## src/rtl/tt_pkg.sv

```systemverilog
// Shared constants and FSM state type for the truth-table sweep engine.
package tt_pkg;

   localparam int MAX_N_IN  = 8;
   localparam int MAX_N_OUT = 8;

   typedef logic [1:0] state_t;

   localparam state_t ST_IDLE  = 2'd0;
   localparam state_t ST_SWEEP = 2'd1;
   localparam state_t ST_DONE  = 2'd2;

endpackage

```

## src/rtl/tt_lut.sv

```systemverilog
// One 2^N_IN-bit truth table with a single write port and two
// combinational read ports.
module tt_lut #(
   parameter int N_IN = 4
) (
   input  logic            clk,
   input  logic            rst_n,
   input  logic            we,
   input  logic [N_IN-1:0] waddr,
   input  logic            wbit,
   input  logic [N_IN-1:0] raddr_a,
   input  logic [N_IN-1:0] raddr_b,
   output logic            rdata_a,
   output logic            rdata_b
);

   localparam int DEPTH = 1 << N_IN;

   logic [DEPTH-1:0] mem_q;
   logic [DEPTH-1:0] mem_d;

   always_comb begin
      mem_d = mem_q;
      if (we) begin
         mem_d[waddr] = wbit;
      end
   end

   always_ff @(posedge clk) begin
      if (!rst_n) begin
         mem_q <= '0;
      end else begin
         mem_q <= mem_d;
      end
   end

   assign rdata_a = mem_q[raddr_a];
   assign rdata_b = mem_q[raddr_b];

endmodule

```

## src/rtl/tt_sweep_engine.sv

```systemverilog
// Programmable truth-table engine: pipelined single-vector evaluation
// plus a handshaked sweep over every input vector.
module tt_sweep_engine
   import tt_pkg::*;
#(
   parameter int N_IN  = 4,
   parameter int N_OUT = 3
) (
   input  logic             clk,
   input  logic             rst_n,
   input  logic             cfg_we,
   input  logic [2:0]       cfg_sel,
   input  logic [N_IN-1:0]  cfg_addr,
   input  logic             cfg_bit,
   input  logic             ev_valid,
   input  logic [N_IN-1:0]  ev_in,
   output logic             ev_out_valid,
   output logic [N_OUT-1:0] ev_out,
   input  logic             start,
   output logic             row_valid,
   input  logic             row_ready,
   output logic [N_IN-1:0]  row_idx,
   output logic [N_OUT-1:0] row_out,
   output logic             busy,
   output logic             done
);

   localparam logic [N_IN-1:0] LAST_IDX = '1;

   state_t state_q;
   state_t state_d;

   logic [N_IN-1:0]  row_idx_q;
   logic [N_IN-1:0]  row_idx_d;
   logic             ev_out_valid_q;
   logic             ev_out_valid_d;
   logic [N_OUT-1:0] ev_out_q;
   logic [N_OUT-1:0] ev_out_d;
   logic [N_OUT-1:0] ev_rd;
   logic [N_OUT-1:0] row_rd;
   logic             hs;
   logic             cfg_ok;

   assign busy      = (state_q == ST_SWEEP);
   assign done      = (state_q == ST_DONE);
   assign row_valid = busy;
   assign hs        = row_valid & row_ready;
   // tables are frozen for the whole sweep
   assign cfg_ok    = cfg_we & ~busy;

   for (genvar k = 0; k < N_OUT; k++) begin : g_lut
      tt_lut #(
         .N_IN(N_IN)
      ) u_lut (
         .clk    (clk),
         .rst_n  (rst_n),
         .we     (cfg_ok && (cfg_sel == 3'(k))),
         .waddr  (cfg_addr),
         .wbit   (cfg_bit),
         .raddr_a(ev_in),
         .raddr_b(row_idx_q),
         .rdata_a(ev_rd[k]),
         .rdata_b(row_rd[k])
      );
   end

   always_comb begin
      state_d   = state_q;
      row_idx_d = row_idx_q;
      case (state_q)
         ST_IDLE: begin
            if (start) begin
               state_d   = ST_SWEEP;
               row_idx_d = '0;
            end
         end
         ST_SWEEP: begin
            if (hs) begin
               if (row_idx_q == LAST_IDX) begin
                  state_d = ST_DONE;
               end else begin
                  row_idx_d = row_idx_q + N_IN'(1);
               end
            end
         end
         ST_DONE: begin
            state_d   = ST_IDLE;
            row_idx_d = '0;
         end
         default: begin
            state_d   = ST_IDLE;
            row_idx_d = '0;
         end
      endcase
   end

   // eval reads see the table contents before a same-edge write
   always_comb begin
      ev_out_valid_d = ev_valid;
      ev_out_d       = ev_valid ? ev_rd : ev_out_q;
   end

   always_ff @(posedge clk) begin
      if (!rst_n) begin
         state_q        <= ST_IDLE;
         row_idx_q      <= '0;
         ev_out_valid_q <= 1'b0;
         ev_out_q       <= '0;
      end else begin
         state_q        <= state_d;
         row_idx_q      <= row_idx_d;
         ev_out_valid_q <= ev_out_valid_d;
         ev_out_q       <= ev_out_d;
      end
   end

   assign row_idx      = row_idx_q;
   assign row_out      = row_rd;
   assign ev_out_valid = ev_out_valid_q;
   assign ev_out       = ev_out_q;

endmodule
```

## config.mk

```make
export PLATFORM = sky130hd
export DESIGN_NAME = tt_sweep_engine
export DESIGN_NICKNAME = d
export VERILOG_FILES = /design/src/rtl/tt_pkg.sv /design/src/rtl/tt_lut.sv /design/src/rtl/tt_sweep_engine.sv
export SDC_FILE = /design/constraint.sdc
export NUM_CORES = 1
export LEC_CHECK = 0
export ABC_AREA = 1
export ABC_CLOCK_PERIOD_IN_PS = 1580
export CAP_MARGIN = 20
export CORE_ASPECT_RATIO = 1.75
export CORE_MARGIN = 2
export CORE_UTILIZATION = 30
export CTS_BUF_LIST = sky130_fd_sc_hd__clkbuf_8 sky130_fd_sc_hd__clkbuf_16
export CTS_CLUSTER_SIZE = 8
export DETAILED_ROUTE_END_ITERATION = 6
export PLACE_DENSITY_LB_ADDON = 0.25
export SKIP_LAST_GASP = 1
export SLEW_MARGIN = 20
export SYNTH_ARGS = -nofsm -noshare
export SYNTH_HDL_FRONTEND = slang
export SYNTH_SLANG_ARGS = --single-unit
```

## constraint.sdc

```tcl
create_clock -name clk -period 1.58 [get_ports clk]
set_input_delay 0.158 -clock clk [delete_from_list [all_inputs] [get_ports clk]]
set_output_delay 0.158 -clock clk [all_outputs]
set_load 0.05 [all_outputs]
```

==> summary.txt <==
GRT
  – Largest net degree at the start of global routing: 50
  – Total grt overflow: 0
  – Initial antenna violation count: 0
  – Global-route wire length before repair: 18000 um
  – Vias in the first global route: 3616
  – Gr usage total: 18.6%

Power
  – Overall power: ~4300 uW
  – Comb pwr share: 15.1%
  – Peak supply drop: 0.000485 V
  – PwrDens: 918 nW/um^2
  – Clock power frac: 50.1%
  – Reg power frac: 34.9%
  – NetSw: approximately 1100 uW
  – Leakage power: 0.00183 uW
  – Cell-internal power: 3200 uW
  – Sw Ratio: approximately a quarter

Routing
  – Drt wl/cell: 15.4 um
  – Detailed-route vias per instance: 5.11
  – DRC viols: 0
  – Post-Route WL: 11200 um
  – Vias: between 3000 and 4000
  – Initial DRC count: 300
  – Final ANT Viol Nets: 0
  – 1st-pass router iterations: 5

STA
  – Worst-Margin Slew: 0.294 ns
  – Hold Slack: 0.467 ns
  – Fmax: 0.541 GHz
  – RSZ-0062 raised after global routing: yes
  – Clock Skews: 0.00854 ns
  – Final WS setup: -0.269 ns
  – Slew HR: ~80%
  – Final period util: 117%
  – Hold Vio Cnt, Final: 0
  – Final Setup Violations: 4
  – Max Slew Vio Count: 0
  – Post-route minimum period: 1.85 ns

Clock tree
  – Sink Count: 58
  – Post-CTS Hold Fix Bufs: 0
  – TritonCTS clock tree: built
  – H-tree Lvls: 3
  – Clock latency on the worst-skew pair: 0.33 ns
  – CTS Root Cell: clkbuf_16
  – Worst-path clk slew: 0.05 ns
  – Clock Path Buffers: 2
  – CTS buffer count: 9

Outcome
  – Outcome: complete, but fails checks
  – Failing checks: setup timing

Setup path
  – Crit path top cell by count: buf_12
  – R2R Setup Slk: -0.01 ns
  – Critical path, cell by cell: inv_1 -> buf_12 -> buf_4 -> o21ai_0 -> o22ai_1 -> nor2_1 -> o21ai_2 -> buf_12
  – CP endpoint: row_out[1]
  – Worst path depth: 8
  – Worst Path Required: 1.42 ns
  – CP max stage delay: roughly 0.34 ns
  – FF-to-FF path depth: 9
  – Startpoint Class: register
  – Family with the most delay on the worst path: buffers and inverters
  – R2R Path Start: row_idx[0]
  – Buffer and inverter count on the worst path: 4
  – Critical Path Source: row_idx[1]
  – Crit Path Class: reg -> out
  – Endpoint of the worst-slack reg-to-reg timing path: row_idx[0]
  – CP Data Arrival Time: 1.69 ns
  – Crit end category: primary output
  – Slowest cell on the critical path: dfxtp_4
  – Crit Path Max Fanout: 21

Synthesis
  – Seq/Total Area, Yosys: 33.6%
  – Synthesized area per cell: 6.51 sq um
  – Synth cell types: 23
  – Synth Cell Area: 3450 sq um
  – Flop and latch count out of synthesis: 58
  – Synth Net Count: 549
  – Yosys warnings: 0
  – Cells after Synth: 530

Cells and area
  – Most common cell after layout, fill and taps aside: nand2_1
  – Most frequent cells in the layout: nand2_1, nor2_1, dfxtp_1
  – Fillers: between 1000 and 1500
  – Post-Layout Inst Area: 4660 sq um
  – ANT cells: 0
  – Layout cells sized above 1: 21.5%
  – Final nets: 608
  – Layout area overhead: 35.0%
  – Finished Layout Cells: about 730
  – Register area: 1170 sq um
  – Area used by multi-input combinational logic: 2000 sq um

Floorplanning
  – Die H: between 100 and 150 um
  – Core area: around 11000 sq um
  – Die X: 85.1 um
  – # rows: 51
  – IO Pins: 32
  – Die area: 12400 sq um
  – Starting Density: between 30% and 40%

Placed design
  – # port buffers: 31
  – Placed wire-length estimate: roughly 8300 um
  – Cell Area, Placed: about 4200 sq um
  – Placer Congestion: 0.925
  – Cells after DPL: 700

Hold path
  – Worst Hold Class: in -> reg

Flow run
  – Max-Cap Viols: 0
-- cells by family (layout without fill, tap and decap cells) --
| family | Yosys count | in the layout | share of synthesized area (%) |
|---|---|---|---|
| compound gates | 146 | 146 | 21.3 |
| fa+ha+maj | 1 | 1 | 0.362 |
| flops | 58 | 58 | 33.6 |
| buf+inv | 69 | 133 | 9.46 |
| simple gates | 256 | 256 | 35.3 |
-- per-stage QoR --
step	utilization, %	TNS, ns	setup slack, ns
6_report	41.7	-0.779	-0.269
5_1_grt	41.7	-1.54	-0.396
4_1_cts	40.8	-0.888	-0.279
3_5_place_dp	37.3	-1.28	-0.0974
3_3_place_gp	37.3	-0.628	-0.0853
2_1_floorplan	-	0	0.00932
-- cell usage after synthesis (all sizes together) --
master	count	area share, %
a21oi	54	7.8
buf	21	4.2
clkbuf	11	1.2
dfxtp	58	34
ha	1	0.36
inv	37	4.0
nand2	96	10
nand3	47	7.9
nor2	111	17
nor3	1	0.14
nor4	1	0.18
o21ai	89	13
o22ai	3	0.54
-- worst reg2reg max path, delay by kind of cell (launching register included) --
kind                     cells  cell delay, ns
adder cells (fa/ha/maj)      1            0.20
buffers and inverters        3            0.39
AO/OA/AOI/OAI                1            0.15
AND/OR/NAND/NOR              4            0.36
flip-flops                   1            0.41
-- layer usage --
metal  track usage [%]  part of all wire, %  vias up
met3              3.35                  3.8       29
met1              19.6                   38     1710
met4              11.4                  4.9        0
li1                  -                    -     1860
met2              33.1                   53      112
met5                 0                    0        -
-- registers in the layout, indices dropped and copies added, names as in the netlist --
signal and flops:
ev_out_valid 1, row_idx 4, g_lut.u_lut.mem_q 48, state_q 2, ev_out 3
-- worst min path at each step --
stage / from / endpoint / slack [ns] / cells past startpoint
after floorplan: ev_valid / ev_out_valid / 0.25 / 2
after global placement: g_lut[1].u_lut.mem_q[8] / g_lut[1].u_lut.mem_q[8] / 0.52 / 2
after detailed placement: g_lut[1].u_lut.mem_q[9] / g_lut[1].u_lut.mem_q[9] / 0.52 / 2
after CTS: start / state_q[0] / 0.47 / 3
after global routing: start / state_q[0] / 0.50 / 3
final: start / state_q[0] / 0.47 / 3
-- what timing repair did --
item,CTS,global route
setup buffers,1,10
setup endpoints to repair,3,8
gates resized for setup,22,13
gates cloned,1,0
pin swaps,9,7
-- power by group through the flow --
stage               registers (uW)  clock network (uW)  logic, uW
finish                        1490                2140        644
global route                  1490                2240        692
CTS                           1490                2180        621
detailed placement            1520                   0        602
global placement              1520                   0        594
floorplan                     1550                   0        323
-- final cells by class --
type                       count  area share, %
timing repair buffer          80           18.3
clock buffer                  10           5.37
tap                          132           3.54
sequential                    58           25.1
clock inverter                 6           1.69
multi-input combinational    403           42.9
inverter                      37           3.09
Power figures use the tool's default switching activity.
